**src/rtl/alu_issue_stage.sv**
```systemverilog
// alu_issue_stage: valid/ready issue register between decode and a MIPS
// WIDTH-slice ALU. It decodes ALUOp/funct into slice controls
// (binv, cin, sel1, sel0) and counts output handshakes.
// Optional macro ALU_ISSUE_SKID_EN adds a one-entry skid buffer so that
// in_ready is registered. Without the macro, in_ready is combinational.
module alu_issue_stage #(
  parameter int unsigned WIDTH = 32
) (
  input  logic             clk,
  input  logic             reset,
  input  logic             in_valid,
  output logic             in_ready,
  input  logic [WIDTH-1:0] in_a,
  input  logic [WIDTH-1:0] in_b,
  input  logic [1:0]       in_aluop,
  input  logic [5:0]       in_funct,
  output logic             out_valid,
  input  logic             out_ready,
  output logic [WIDTH-1:0] out_a,
  output logic [WIDTH-1:0] out_b,
  output logic             out_binv,
  output logic             out_cin,
  output logic             out_sel1,
  output logic             out_sel0,
  output logic             out_illegal,
  output logic [15:0]      issue_cnt
);

  // Op word layout: {a, b, binv, sel[1:0], illegal}
  localparam int unsigned OPW = 2 * WIDTH + 4;

  logic           dec_binv;
  logic [1:0]     dec_sel;
  logic           dec_illegal;
  logic [OPW-1:0] dec_op;
  logic [OPW-1:0] out_q;
  logic           in_hs;
  logic           out_hs;

  // Decode ALUOp/funct into slice controls; sel: 00=AND 01=OR 10=SUM 11=LESS
  always_comb begin
    dec_binv    = 1'b0;
    dec_sel     = 2'b10;
    dec_illegal = 1'b0;
    case (in_aluop)
      2'b01: dec_binv = 1'b1;
      2'b11: dec_sel  = 2'b01;
      2'b10: begin
        case (in_funct)
          6'b100000: dec_sel = 2'b10;
          6'b100010: dec_binv = 1'b1;
          6'b100100: dec_sel = 2'b00;
          6'b100101: dec_sel = 2'b01;
          6'b101010: begin
            dec_binv = 1'b1;
            dec_sel  = 2'b11;
          end
          default: dec_illegal = 1'b1;
        endcase
      end
      default: dec_sel = 2'b10;
    endcase
    dec_op = {in_a, in_b, dec_binv, dec_sel, dec_illegal};
  end

  assign in_hs  = in_valid && in_ready;
  assign out_hs = out_valid && out_ready;

  // Unpack the output register; cin mirrors binv to form two's complement
  assign out_a       = out_q[OPW-1 -: WIDTH];
  assign out_b       = out_q[4 +: WIDTH];
  assign out_binv    = out_q[3];
  assign out_cin     = out_q[3];
  assign out_sel1    = out_q[2];
  assign out_sel0    = out_q[1];
  assign out_illegal = out_q[0];

`ifdef ALU_ISSUE_SKID_EN
  logic           skid_full;
  logic [OPW-1:0] skid_q;
  logic           ready_q;

  // ready_q tracks !skid_full; reset still blocks a handshake in its cycle
  assign in_ready = ready_q && !reset;

  // Output register plus skid entry; skid drains into the output first
  always_ff @(posedge clk) begin
    if (reset) begin
      out_valid <= 1'b0;
      out_q     <= '0;
      skid_full <= 1'b0;
      skid_q    <= '0;
      ready_q   <= 1'b1;
      issue_cnt <= 16'd0;
    end else begin
      if (out_hs) issue_cnt <= issue_cnt + 16'd1;
      if (skid_full) begin
        if (out_hs) begin
          out_q     <= skid_q;
          skid_full <= 1'b0;
          ready_q   <= 1'b1;
        end
      end else if (in_hs) begin
        if (!out_valid || out_ready) begin
          out_q     <= dec_op;
          out_valid <= 1'b1;
        end else begin
          skid_q    <= dec_op;
          skid_full <= 1'b1;
          ready_q   <= 1'b0;
        end
      end else if (out_hs) begin
        out_valid <= 1'b0;
      end
    end
  end
`else
  // Plain pipeline register: accept whenever the output slot is free or leaving
  assign in_ready = !reset && (!out_valid || out_ready);

  // Output register; a simultaneous in/out handshake replaces it bubble-free
  always_ff @(posedge clk) begin
    if (reset) begin
      out_valid <= 1'b0;
      out_q     <= '0;
      issue_cnt <= 16'd0;
    end else begin
      if (out_hs) issue_cnt <= issue_cnt + 16'd1;
      if (in_hs) begin
        out_q     <= dec_op;
        out_valid <= 1'b1;
      end else if (out_hs) begin
        out_valid <= 1'b0;
      end
    end
  end
`endif

endmodule

```
**config.mk**
```make
export PLATFORM = sky130hd
export DESIGN_NAME = alu_issue_stage
export DESIGN_NICKNAME = d
export VERILOG_FILES = /design/src/rtl/alu_issue_stage.sv
export SDC_FILE = /design/constraint.sdc
export NUM_CORES = 1
export LEC_CHECK = 0
export CAP_MARGIN = 0
export CORE_MARGIN = 3
export CORE_UTILIZATION = 32
export DETAILED_ROUTE_END_ITERATION = 12
export GPL_ROUTABILITY_DRIVEN = 0
export PLACE_DENSITY = 0.81
export RECOVER_POWER = 25
export SLEW_MARGIN = 40
export SYNTH_ARGS = -nofsm -noshare
export SYNTH_HDL_FRONTEND = slang
export SYNTH_SLANG_ARGS = --single-unit
export TNS_END_PERCENT = 10
```
**constraint.sdc**
```tcl
create_clock -name clk -period 2.05 [get_ports clk]
set_input_delay 0.615 -clock clk [delete_from_list [all_inputs] [get_ports clk]]
set_output_delay 0.615 -clock clk [all_outputs]
set_load 0.1 [all_outputs]
```
# After elaboration in Yosys (flattened, before gate mapping)
# Cells that the tools add are included.
[totals]
ff_bits = 85
latchBits = 0
mem_bits_rw = 0
rom_bits = 0
input_bits = 76
out_inout_bits = 87
elab_cells = 29
memories = 0
[op_classes]
add_sub_neg = 1
multipliers = 0
div = 0
n_lt_le_gt_ge = 0
eq_ne = 8
shifts = 0
mux = 8
bitwise_logic = 0
n_reduce_logical = 9
[ops]
columns = ["cell", "n"]
rows = [
  ["equality test 6 bit, second input constant", 5],
  ["adder 16 x 1 -> 16 bit, second input constant", 1],
  ["one-hot mux 2 bit (3 select lines)", 1],
  ["2-to-1 mux 1 bit", 5],
  ["OR reduction 5 bit", 1],
  ["equality test 2 bit, second input constant", 2],
  ["one-hot mux 2 bit (2 select lines)", 1],
  ["logical AND 1 bit", 3],
  ["equality test 2 x 1 -> 1 bit, second input constant", 1],
  ["zero test 1 bit", 2],
  ["one-hot mux 1 bit (2 select lines)", 1],
  ["nonzero test 2 bit", 1],
  ["OR reduction 2 bit", 1],
  ["logical OR 1 bit", 1],
]

# Logic depth before layout (Yosys ltp)
# Gate-level depths: netlist of run 1.
[depth]
ltp_word = 5
mapped_depth = 7
ltp_nobuf = 6

# Worst setup path after synthesis of run 1
# OpenSTA, ideal clock, no wires.
[synth_path]
path_type = "input to output"
from = "input port reset"
to = "output port in_ready"
arrival_time_ps = 2468
required_time_ps = 1435
slack_ps = -1033
stages = 4
path_buffers = 3
cell_sequence = "clkbuf_1 clkbuf_1 buf_1 nor2_1"
[synth_between]
elab_chain_cells = 2
[synth_lines]
columns = ["element", "line_no", "text"]
rows = [
  ["start: declaration", "10", "input logic reset,"],
  ["zero test 1 bit", "119", "assign in_ready = !reset && (!out_valid || out_ready);"],
  ["logical AND 1 bit", "119", ""],
  ["end: declaration", "12", "output logic in_ready,"],
]
# No other way between the ends.

# Worst setup path in the final report of run 1
[layout_path]
from = "input port out_ready"
to = "output port in_ready"
[layout_between]
elab_chain_cells = 2
[layout_lines]
columns = ["element", "line_no", "text"]
rows = [
  ["start: declaration", "18", "input logic out_ready,"],
  ["logical OR 1 bit", "119", ""],
  ["logical AND 1 bit", "119", ""],
]
# No other way between the ends.

==> results of run 1 <==
## layout by cell type, fill, tap and decap left out, types with 2 or more instances in the layout
master / Yosys / layout
nand2_1: 137 / 137
dfxtp_1: 85 / 74
clkdlybuf4s50_1: 0 / 71
o21ai_0: 65 / 65
buf_12: 0 / 57
clkbuf_2: 2 / 32
buf_4: 3 / 19
nor2_1: 19 / 18
dfxtp_2: 0 / 11
nand3_1: 10 / 10
clkbuf_8: 0 / 10
inv_1: 7 / 6
xnor2_1: 6 / 6
a21oi_1: 5 / 5
xor2_1: 4 / 4
nor4_1: 3 / 3
mux2_2: 3 / 3
nor2b_1: 4 / 3
nor3_1: 3 / 3
ha_1: 4 / 3
nand2b_1: 2 / 2
a211oi_1: 2 / 2
nand4_1: 2 / 2
inv_6: 0 / 2
clkinv_4: 0 / 2
dlymetal6s2s_1: 0 / 2
dlygate4sd2_1: 0 / 2
## logic make-up after synthesis
logic type	Yosys count
adder cells (fa/ha/maj)	4
multiplexers	5
buffers and inverters	32
flip-flops	85
AND/OR/NAND/NOR	192
XOR/XNOR	10
AO/OA/AOI/OAI	74
## power groups by stage
| stage | clock network [mW] | registers [mW] | logic (mW) |
|---|---|---|---|
| after floorplan | 0 | 2.55 | 0.170 |
| after global placement | 0 | 1.89 | 1.50 |
| after detailed placement | 0 | 1.90 | 1.52 |
| after CTS | 1.27 | 1.86 | 1.53 |
| after global routing | 1.34 | 1.85 | 1.44 |
| final | 1.22 | 1.84 | 1.38 |
## final cells by class
cell class,count,area share
clock inverter,6,0.0121
clock buffer,10,0.0238
multi-input combinational,285,0.250
tap,133,0.0288
sequential,85,0.297
timing repair buffer,185,0.383
inverter,7,0.00455
## worst min-delay path by stage
stage | startpoint | to | slack, ns | cells after the start
3_3_place_gp | issue_cnt[1] | issue_cnt[1] | 0.48 | 2
4_1_cts | out_q[0] | out_q[0] | 0.49 | 2
5_1_grt | out_q[0] | out_q[0] | 0.47 | 2
2_1_floorplan | issue_cnt[1] | issue_cnt[1] | 0.69 | 2
6_report | out_q[0] | out_q[0] | 0.45 | 2
3_5_place_dp | out_q[0] | out_q[0] | 0.48 | 2
## per-stage QoR
stage	power [mW]	instances	cell area [um^2]
3_5_place_dp	3.42	693	6020
4_1_cts	4.66	710	6240
6_report	4.44	711	5770
5_1_grt	4.62	711	5770
3_3_place_gp	3.39	693	6020
2_1_floorplan	2.72	402	3300
## flip-flops by register name, summed over array words and instances, names as in the netlist
signal,flops
out_q,68
out_valid,1
issue_cnt,16
## metal layers
layer / part of all wire / vias to the layer above / GRT usage / wire length (um)
li1: - / 1658 / - / -
met1: 0.41 / 1512 / 0.188 / 4110
met2: 0.51 / 119 / 0.317 / 5140
met3: 0.056 / 18 / 0.0482 / 564
met4: 0.022 / 0 / 0.0712 / 223
met5: 0 / - / 0 / 0
## worst max-delay path: stages
cell and delay (ns):
dlygate4sd2_1 0.24, buf_6 0.12, nor2b_4 0.14, nor2_4 0.05, buf_12 0.17
## what timing repair did
| item | 4_1_cts | 5_1_grt |
|---|---|---|
| gates resized for setup | 5 | 4 |
| endpoints found under the setup margin | 1 | 1 |
| pin swaps | 1 | 3 |
| cloned | 0 | 0 |
| setup buffers | 1 | 1 |
==> results.md, run 1 <==
- Status: finished clean
- TritonCTS clock tree: yes
- Die area: 0.0114 mm^2
- Area of the multi-input gates: 0.00144 mm^2
- Total CTS buffers: 9
- CTS root buffer: clkbuf_8
- CP Capture Point: in_ready
- Max-slew headroom: 0.445
- Clock share of power: 0.275
- Max IR drop VDD: roughly 0.35 mV
- Worst Max-Slew Pin Slew: 0.833 ns
- WL/cell: 14.1 um
- Smallest hold slack: 0.449 ns
- Wirelength, routed: 10000 um
- Total I/O pin count: 163
- Clk buf depth: 2
- Initial antenna violation count: 0
- Ys flop type: dfxtp_1
- IO Port Bufs: 162
- Fillers: 801
- P&R area growth vs syn: 76.9%
- Main combinational cell family by area after synthesis: simple AND/OR/NAND/NOR gates
- Hpwl dp: approximately 7800 um
- Simple-Gate Fraction of Synth Area: 0.258
- Layout cells sized above 1: 0.258
- Sequential element share of the synthesized area: 0.521
- Post-synthesis mux area share: 0.0169
- Synth Area in Compound Gates: 0.117
- H-tree levels: 3
- Vias: around 3300
- First-pass GRT wire length: 15800 um
- Yosys warnings: 0
- Post-Syn Instances: 402
- Synth area leader: dfxtp_1
- Element type at the critical path end: output port
- Critical Path RT: 1.43 ns
- Die H: about 110 um
- Total Routing Usage GR: 0.174
- Synth top area share: 0.521
- Final-report hold violation count: 0
- CP Class: primary input to output port
- Pwr dens: 770 mW/mm^2
- Unrepaired setup endpoints after global routing: no
- Avg Synthesized Cell Area: 8.12 um^2
- Pin count of the biggest net entering global routing: 54
- CTS sink cnt: 85
- ANT cells: 0
- Slack of the critical path: 0.105 ns
- Critical Path Fanout Max: 2
- Count leader, synth: nand2_1
- Initial Utilization: 0.331
- Synth top cells by count: nand2_1 (137), dfxtp_1 (85), o21ai_0 (65), nor2_1 (19), clkbuf_1 (11)
- Place WS: -0.360 ns
- Startpoint Class: primary input
- Clock transition at path regs: 0.08 ns
- Remaining DRCs: 0
- Layout Utilization: 0.585
- Area share of fa/ha/maj cells after synthesis: 0.0153
- Syn_nets: just under 500
- Setup TNS: 0 ns
- Core ar.: a little under 0.01 mm^2
- Setup violators final: 0
- Clk Latency, worst-skew pair: 0.35 ns
- DR pass1 iterations: 6
- Cts hold-fix bufs: 0
- Flop pwr share: 0.413
- Final Max Tran Viols: 0
- Layout Skew: around 0.013 ns
- Switching Fraction: 0.369
- Post-synth EDFFs: 0
- Nets: 653
- Vias/cell: 4.65
- FF/Latch Area: about 0.0017 mm^2
- Syn Std Cell Area: 0.00326 mm^2
- Synth cell types: 37
- Final min period: ~1.9 ns
- Worst hold path type: flop to flop
- FF+latch count, synth: 85
- RR Startpoint: issue_cnt[1]
- Detailed Route Iter0 Violations: 123
- Vias in the first global route: 3309
- Internal power: 2.80 mW
- Pleak: about 2.3 nW
- Comb power frac: 0.312
- Ys async rst share: 0
- Max Cap Viol: 0
- Crit path from: out_ready
- Final worst-path cycle share: 0.949
- Die Wd: 107 um
- P_sw: 1.64 mW
- Std cell rows: 36
- Fmax: 514 MHz
- Synth Area in XOR/XNOR: 0.0268
- Post-DRT Antenna Nets: 0
- Synth area leaders: dfxtp_1 (52%), nand2_1 (16%), o21ai_0 (10%)
- Cells on worst reg2reg path: 4
- Grt total ovfl: 0
- Critical path arrival: 1.33 ns
- Worst reg2reg endpoint: issue_cnt[14]
- Worst R2R Setup Slack: 0.32 ns
(Power assumes the default switching activity.)
==> inputs of run 2 (changes only) <==
--- a/config.mk
+++ b/config.mk
@@ -6,11 +6,12 @@
 export NUM_CORES = 1
 export LEC_CHECK = 0
 export CAP_MARGIN = 0
+export CELL_PAD_IN_SITES_DETAIL_PLACEMENT = 1
+export CELL_PAD_IN_SITES_GLOBAL_PLACEMENT = 2
 export CORE_MARGIN = 3
-export CORE_UTILIZATION = 32
+export CORE_UTILIZATION = 23
 export DETAILED_ROUTE_END_ITERATION = 12
-export GPL_ROUTABILITY_DRIVEN = 0
-export PLACE_DENSITY = 0.81
+export PLACE_DENSITY = 0.95
 export RECOVER_POWER = 25
 export SLEW_MARGIN = 40
 export SYNTH_ARGS = -nofsm -noshare
==> constraint.sdc (replaced) <==
create_clock -name clk -period 2.39 [get_ports clk]
set_input_delay 0.717 -clock clk [delete_from_list [all_inputs] [get_ports clk]]
set_output_delay 0.717 -clock clk [all_outputs]
set_load 0.1 [all_outputs]
==> run 2 against run 1 <==
Total power down 7.1%. Core utilization is 20 points lower. Non-clock buffer count fell by 7. First-iteration DRC count up 0.81%. Wire length increased by 4.2%. Sequential cell count stayed put. Design area decreased by 10%. Combinational power decreased by 24%. Clock-buffer cell count is 1 higher. Sequential power is 16% lower. Clock power grew 25%. Critical path type unchanged. Critical endpoint unchanged. Largest power group unchanged.
==> results.md, run 2 (synthesis gave the netlist of run 1 again) <==
- Largest regs: out_q: 68 flops, issue_cnt: 16 flops, out_valid: 1 flops
- Element type at the critical path end: output port
- GP Congestion: 0.752
- Initial antenna violation count: 0
- Max Cap Viol: 0
- Fmax: 434 MHz
- Setup violators final: 0
- Vias in the first global route: 3370
- TritonCTS clock tree: yes
- Critical Path RT: ~1.7 ns
- Cells on worst reg2reg path: 5
- Pleak: between 2 and 2.5 nW
- Pin count of the biggest net entering global routing: 60
- Grt total ovfl: 0
- Worst Max-Slew Pin Slew: 0.563 ns
- Commonest non-fill, non-tap cells in the layout: nand2_1 (137), dfxtp_1 (85), clkdlybuf4s50_1 (75), o21ai_0 (65), buf_4 (58)
- Remaining DRCs: 0
- Startpoint Class: primary input
- RR Startpoint: issue_cnt[3]
- Hpwl dp: around 8000 um
- Area of the multi-input gates: 0.00143 mm^2
- Worst reg2reg endpoint: issue_cnt[11]
- Status: finished clean
- CTS resizes: 0
- FF/Latch Area: 0.00170 mm^2
- Critical path arrival: 1.59 ns
- Clk buf depth: 2
- Layout cells sized above 1: 0.222
- Vias/cell: 4.36
- First-pass GRT wire length: 17200 um
- Nets: roughly 650
- Worst hold path type: flop to flop
- Max FFs per register: 68
- Std cell rows: 42
- Max IR drop VDD: between 0.2 and 0.3 mV
- IO Port Bufs: roughly 160
- Detailed Route Iter0 Violations: 124
- Final worst-path cycle share: 0.965
- P&R area growth vs syn: 58.6%
- Core ar.: roughly 0.014 mm^2
- Final-report hold violation count: 0
- Unrepaired setup endpoints after global routing: no
- Total power: 4.13 mW
- Initial Utilization: 0.241
- Layout Utilization: 0.382
- ANT cells: 0
- Final min period: approximately 2.3 ns
- WL/cell: 14.0 um
- Top reg by flops: out_q
- Critical Path Fanout Max: 4
- Fillers: between 1500 and 2000
- CTS sink cnt: 85
- Clock transition at path regs: roughly 0.060 ns
- Layout Skew: 0.0103 ns
- CTS root buffer: clkbuf_16
- Post-DRT Antenna Nets: 0
- Die H: 125 um
- Total CTS buffers: 9
- Setup TNS: 0 ns
- Cts hold-fix bufs: 0
- Worst R2R Setup Slack: 0.72 ns
- Wirelength, routed: 10500 um
- CP Capture Point: in_ready
- Setup Buffers After CTS: 0
- Most common cell after layout, fill and taps aside: nand2_1
- Pwr dens: 797 mW/mm^2
- Total I/O pin count: 163
- Clk Latency, worst-skew pair: 0.34 ns
- Die Wd: 125 um
- Final Max Tran Viols: 0
- Crit path from: reset
- Vias: 3260
- Max-slew headroom: 0.626
- DR pass1 iterations: 4
- CP Class: primary input to output port
- H-tree levels: 3
- Total Routing Usage GR: 0.133
- Die area: 0.0157 mm^2
run 2: cell count changes in the layout (fill, tap and decap cells not counted), sizes merged:
cell | previous run | this run
buf | 77 | 62
bufinv | 1 | 2
clkbuf | 43 | 52
clkdlybuf4s50 | 71 | 75
clkinv | 3 | 1
clkinvlp | 0 | 2
dlygate4sd2 | 2 | 0
dlymetal6s2s | 2 | 0
inv | 9 | 7
run 2: critical path, stage by stage:
cell             delay [ns]
clkdlybuf4s50_1        0.53
nor2_4                 0.16
buf_12                 0.18
run 2: area by class of cell:
type	count	share of cell area
multi-input cells	285	0.277
well taps	176	0.0425
repair buffers	178	0.284
inverters	7	0.00508
clock buffers	11	0.0469
flip-flops and latches	85	0.329
clock inverters	5	0.0162
run 2: per-stage QoR:
stage | instance area, um^2 | setup WS, ns | hold WS, ns | std cells
final | 5180 | 0.0832 | 0.460 | 747
after global routing | 5180 | 0.0243 | 0.481 | 747
after CTS | 5280 | 0.0370 | 0.462 | 747
after detailed placement | 4950 | -0.189 | 0.453 | 731
after global placement | 4950 | -0.0586 | 0.441 | 731
after floorplan | 3280 | -0.00619 | 0.826 | 402
run 2: power by group:
part	total [mW]	leakage, nW	switching (mW)	internal (mW)
logic	1.05	1.28	0.802	0.252
clock network	1.52	0.152	0.576	0.946
registers	1.55	0.699	0.0470	1.50
run 2: worst min path at each step:
stage                   start         to  slack, ns  cells after the start
finish              out_q[29]  out_q[29]       0.46                      2
detailed placement  out_q[44]  out_q[44]       0.45                      2
global placement     out_q[2]   out_q[2]       0.44                      2
global route        out_q[29]  out_q[29]       0.48                      2
floorplan             in_b[6]  out_q[10]       0.83                      2
CTS                 out_q[44]  out_q[44]       0.46                      2
run 2: layer usage:
metal  wire [um]  global-route usage
met1        4480               0.159
met2        5080               0.220
met3         788              0.0550
met4         116              0.0376
met5           0                   0
==> inputs of run 3 (changes only) <==
--- a/config.mk
+++ b/config.mk
@@ -9,12 +9,11 @@
 export CELL_PAD_IN_SITES_DETAIL_PLACEMENT = 1
 export CELL_PAD_IN_SITES_GLOBAL_PLACEMENT = 2
 export CORE_MARGIN = 3
-export CORE_UTILIZATION = 23
+export CORE_UTILIZATION = 19
 export DETAILED_ROUTE_END_ITERATION = 12
-export PLACE_DENSITY = 0.95
+export PLACE_DENSITY = 0.87
 export RECOVER_POWER = 25
 export SLEW_MARGIN = 40
 export SYNTH_ARGS = -nofsm -noshare
 export SYNTH_HDL_FRONTEND = slang
 export SYNTH_SLANG_ARGS = --single-unit
-export TNS_END_PERCENT = 10
==> constraint.sdc (replaced) <==
create_clock -name clk -period 1.9 [get_ports clk]
set_input_delay 0.57 -clock clk [delete_from_list [all_inputs] [get_ports clk]]
set_output_delay 0.57 -clock clk [all_outputs]
set_load 0.1 [all_outputs]
==> run 3 against run 2 <==
Register-to-register slack worse by 0.43 ns. Core utilization down 1.4 points. Non-clock buffer count up 16. Global-route usage down 0.56 points. Clock power up 9%. Design area up 19%. Setup slack worse by 0.066 ns. Wire length up 13%. Sequential power up 28%. Sequential share of layout area down 4.6 points.
==> results.md, run 3 (synthesis gave the netlist of run 1 again) <==
- Fillers: 1958
- Element type at the critical path end: flop
- Commonest non-fill, non-tap cells in the layout: nand2_1 (137), clkdlybuf4s50_1 (69), dfxtp_1 (69), o21ai_0 (65), buf_12 (65)
- Most common cell after layout, fill and taps aside: nand2_1
- Max IR drop VDD: between 0.4 and 0.5 mV
- Remaining DRCs: 0
- Core ar.: ~0.017 mm^2
- Setup TNS: 0 ns
- WL/cell: roughly 15 um
- Area post-placement: 0.00621 mm^2
- CTS root buffer: clkbuf_16
- Clock transition at path regs: 0.07 ns
- Critical path's slowest cell: or4b_4
- Die Wd: around 140 um
- CTS sink cnt: 85
- Wirelength, routed: 11900 um
- Worst hold stages: 2
- First-pass GRT wire length: 18700 um
- Post-route cell area: 0.00614 mm^2
- Top reg by flops: out_q
- Cells on worst reg2reg path: 4
- Startpoint Class: primary input
- Total CTS buffers: 9
- Status: finished clean
- Critical Path RT: 2.16 ns
- Final min period: about 1.9 ns
- Critical Path Fanout Max: 2
- Critical Path Stages: 5
- Max-slew headroom: 0.609
- Critical path arrival: approximately 2.2 ns
- Clk Latency, worst-skew pair: 0.34 ns
- Fmax: between 500 and 600 MHz
- Die H: 137 um
- Post-DRT Antenna Nets: 0
- CP Class: primary input to flop
- Max Cap Viol: 0
- Setup violators final: 0
- Critical path, cell by cell: clkdlybuf4s50_1 -> nand3b_1 -> or4b_4 -> or2_1 -> a211oi_2
- Clk buf depth: 2
- Final worst-path cycle share: 0.991
- Final-report hold violation count: 0
- Grt total ovfl: 0
- Layout Utilization: 0.368
- RR Startpoint: issue_cnt[0]
- Vias: 3363
- TritonCTS clock tree: yes
- IO Port Bufs: 162
- CP peak stage delay: 0.54 ns
- Pwr dens: 848 mW/mm^2
- Hold_sp: out_q[42]
- Worst Max-Slew Pin Slew: 0.587 ns
- Number of buffers and inverters on the critical path: 1
- Largest regs: out_q: 68 flops, issue_cnt: 16 flops, out_valid: 1 flops
- Worst hold path type: flop to flop
- Detailed Route Iter0 Violations: 85
- Initial antenna violation count: 0
- Total power: 5.21 mW
- Hpwl dp: 9200 um
- Initial Utilization: 0.195
- Total Routing Usage GR: 0.127
- DR pass1 iterations: 5
- Pin count of the biggest net entering global routing: 43
- Placed cells: around 800
- Layout cells sized above 1: 0.278
- ANT cells: 0
- H-tree levels: 3
- Layout Skew: ~0.0052 ns
- Pleak: 2.40 nW
- Total I/O pin count: 163
- Crit path from: in_funct[4]
- Final Max Tran Viols: 0
- Die area: 0.0188 mm^2
- Delay-heaviest family, CP: simple AND/OR/NAND/NOR gates
- Final non-filler cell total: 807
- Nets: about 660
- Vias/cell: 4.17
- Max FFs per register: between 60 and 70
- Std cell rows: 47
- Vias in the first global route: 3724
- Cts hold-fix bufs: 0
- P&R area growth vs syn: 88.3%
- GP Congestion: 0.764
-- run 3: cell count changes in the layout (fill, tap and decap cells not counted), moves of 2 or more --
cell	delta
buf_12	+61
buf_4	-34
clkbuf_2	-21
dfxtp_1	-16
dfxtp_2	+11
buf_2	+6
clkdlybuf4s50_1	-6
dfxtp_4	+5
dlygate4sd2_1	+4
bufinv_16	-2
clkbuf_1	+2
inv_6	+2
-- run 3: final timing paths --
check                                endpoint  slack, ns
worst max-delay path                 out_q[1]       0.02
worst min register to register      out_q[42]       0.46
worst min-delay path                out_q[42]       0.46
worst max register to register  issue_cnt[14]       0.29
-- run 3: repair_timing --
action                                  in CTS  in global routing
endpoints found under the setup margin       6                  2
gates resized for setup                     12                  4
setup buffers                                2                  1
pin swaps                                    4                  3
-- run 3: tightest hold or removal path, cell delays in order (launching register included) --
cell     delay [ns]
dfxtp_1        0.30
nand2_1        0.05
o21ai_0        0.06
-- run 3: cell type report --
cell class | instances | area, um^2 | share of cell area
tap | 220 | 275 | 0.0448
clock inverter | 6 | 46.3 | 0.00754
timing repair buffer | 194 | 2380 | 0.388
sequential | 85 | 1730 | 0.282
inverter | 7 | 26.3 | 0.00428
clock buffer | 10 | 229 | 0.0373
multi-input combinational | 285 | 1450 | 0.236
-- run 3: per-layer routing --
metal  global-route usage  wire, um  up-vias
li1                     -         -     1673
met1                0.143      4820     1577
met2                0.225      6120       99
met3               0.0441       728       14
met4               0.0405       189        0
met5                    0         0        -
-- run 3: stage by stage --
stage | hold WS [ns] | worst slack (ns)
3_3_place_gp | 0.480 | -0.411
5_1_grt | 0.500 | -0.0142
6_report | 0.458 | 0.0171
3_5_place_dp | 0.490 | -0.519
2_1_floorplan | 0.648 | -0.119
4_1_cts | 0.500 | 0.00110
-- run 3: where the power goes --
group,internal (mW),switching (mW)
clock network,0.895,0.751
logic,0.542,1.03
registers,1.88,0.106
==> edit (config.mk and constraints of run 2) <==
Add a define of `ALU_ISSUE_SKID_EN`.
--- a/src/rtl/alu_issue_stage.sv
+++ b/src/rtl/alu_issue_stage.sv
@@ -5,2 +5,4 @@
 // in_ready is registered. Without the macro, in_ready is combinational.
+`define ALU_ISSUE_SKID_EN
+
 module alu_issue_stage #(
Formal check against the unedited RTL: not equivalent (a bounded check fails within 4 cycles, from zero or initial values and one cycle with reset high).
==> edit against run 2 <==
Count of clock-buffer cells in the layout up 9; via count up 72%; design area up 67%; synthesized area up 94%; routed wire length up 75%; total power up 69%; sequential cell count up 70; combinational power up 46%; setup slack better by 0.068 ns; critical path type is now input pin to flop; largest cell class unchanged; highest routed layer unchanged.
==> edit: results <==
global_route:
  grt_first_pass_wirelength_um: 29300
  globalRouteMet3Util_pct: 3.13
  grt_pass1_vias: 5733
  grt_util_met2_pct: 21.5
  antenna_found_initial: 1
  use_met1_pct: 15.2
  gr-usage-all-layers_pct: 12.3
pwr:
  p_sw_share_pct: 33.5
  peakVddDrop_mv: 0.396
  p_leak_uw: 0.00310
  power_frac_clock_pct: 38.1
  pg_seq_uw: 2780
  internal_power_uw: 4630
sta:
  finClkSkew_ns: 0.00479
  whs_ns: 0.454
  worstMarginPinSlew_ns: 1.36
  hold_violations: 0
clock_network:
  cts_buffers: 17
  clock_latency_ns: 0.42
  cts.clk_slew.worst_paths_ns: 0.06
  h-tree-depth: 4
detailed_routing:
  top_layer: "met4"
  num_vias: 5615
  routed_wl_um: 18300
  drtIter0Drc: 167
  route.met3.wl_um: 737
  first_pass_iters: 4
  met2_length_um: 9000
  wl_met1_um: 8420
hold_path:
  worstHoldStart: "skid_q[2]$_SDFFE_PP0P_"
  min_to: "skid_q[2]$_SDFFE_PP0P_"
synth:
  yosysSeqAreaShare_pct: 49.0
  synth_area_leaders: "dfxtp_1, mux2i_1, nand2_1, a211oi_1, a21oi_1"
  yosysWarnings: 0
  syn_nets: 805
  synth_cell_type_count: 44
  synth.top_cells.by_count: "dfxtp_1, nand2_1, nor2_1"
critical_path:
  r2r_setup_slack_ns: 0.27
  timing.rr.end: "out_q[1]$_SDFFE_PP0P_"
  reg2reg_depth: 4
  arrival_ns: 2.58
  slowest_delay_ns: 0.71
  r2r_start: "skid_full$_SDFF_PP0_"
  crit_path_top_delay_cell: "or4_2"
layout:
  fill_cells: 3166
  drive_above_1_share_pct: 17.5
  top_regs: "out_q x68, skid_q x68, issue_cnt x16"
  final_nets: 951
die:
  core_area_mm2: 0.0270
place:
  dpl.hpwl_um: 12700
  preCtsSetupSlack_ns: -0.275
  place_congestion: 0.749
outcome:
  status: "complete, no violations"
[edit: worst max-delay path, delay by kind of cell]
kind | cells | cell delay [ns]
AND/OR/NAND/NOR | 3 | 1.23
buffers and inverters | 1 | 0.47
AO/OA/AOI/OAI | 1 | 0.16
[edit: cells by family after synthesis]
kind of cell | count (synthesis) | share of synthesized area (%)
simple gates | 267 | 17.9
xor+xnor | 9 | 1.24
compound gates | 155 | 15.5
buf+inv | 66 | 4.68
fa+ha+maj | 4 | 0.790
mux | 69 | 10.9
flops | 155 | 49.0
[edit: cell type report]
| class | instances | share of cell area (%) |
|---|---|---|
| inverter | 6 | 0.261 |
| clock buffer | 20 | 5.06 |
| clock inverter | 12 | 1.43 |
| multi-input combinational | 504 | 34.4 |
| tap | 341 | 4.94 |
| sequential | 155 | 36.0 |
| timing repair buffer | 187 | 18.0 |
[edit: worst max path at each step]
stage                            endpoint  cells past startpoint                       from  slack, ns
2_1_floorplan  issue_cnt[14]$_SDFFE_PP0P_                      5  issue_cnt[0]$_SDFFE_PP0P_      -0.05
3_3_place_gp       skid_q[3]$_SDFFE_PP0P_                      5                  out_ready      -0.23
3_5_place_dp       skid_q[3]$_SDFFE_PP0P_                      5                  out_ready      -0.27
4_1_cts            skid_q[3]$_SDFFE_PP0P_                      5                  out_ready       0.16
5_1_grt            out_q[33]$_SDFFE_PP0P_                      3       skid_full$_SDFF_PP0_       0.08
6_report           skid_q[3]$_SDFFE_PP0P_                      5                  out_ready       0.15
[edit: stage by stage]
stage | cell area (um2) | instances
floorplan | 6350 | 725
global placement | 8220 | 1193
detailed placement | 8220 | 1193
CTS | 8780 | 1225
global route | 8640 | 1225
finish | 8640 | 1225
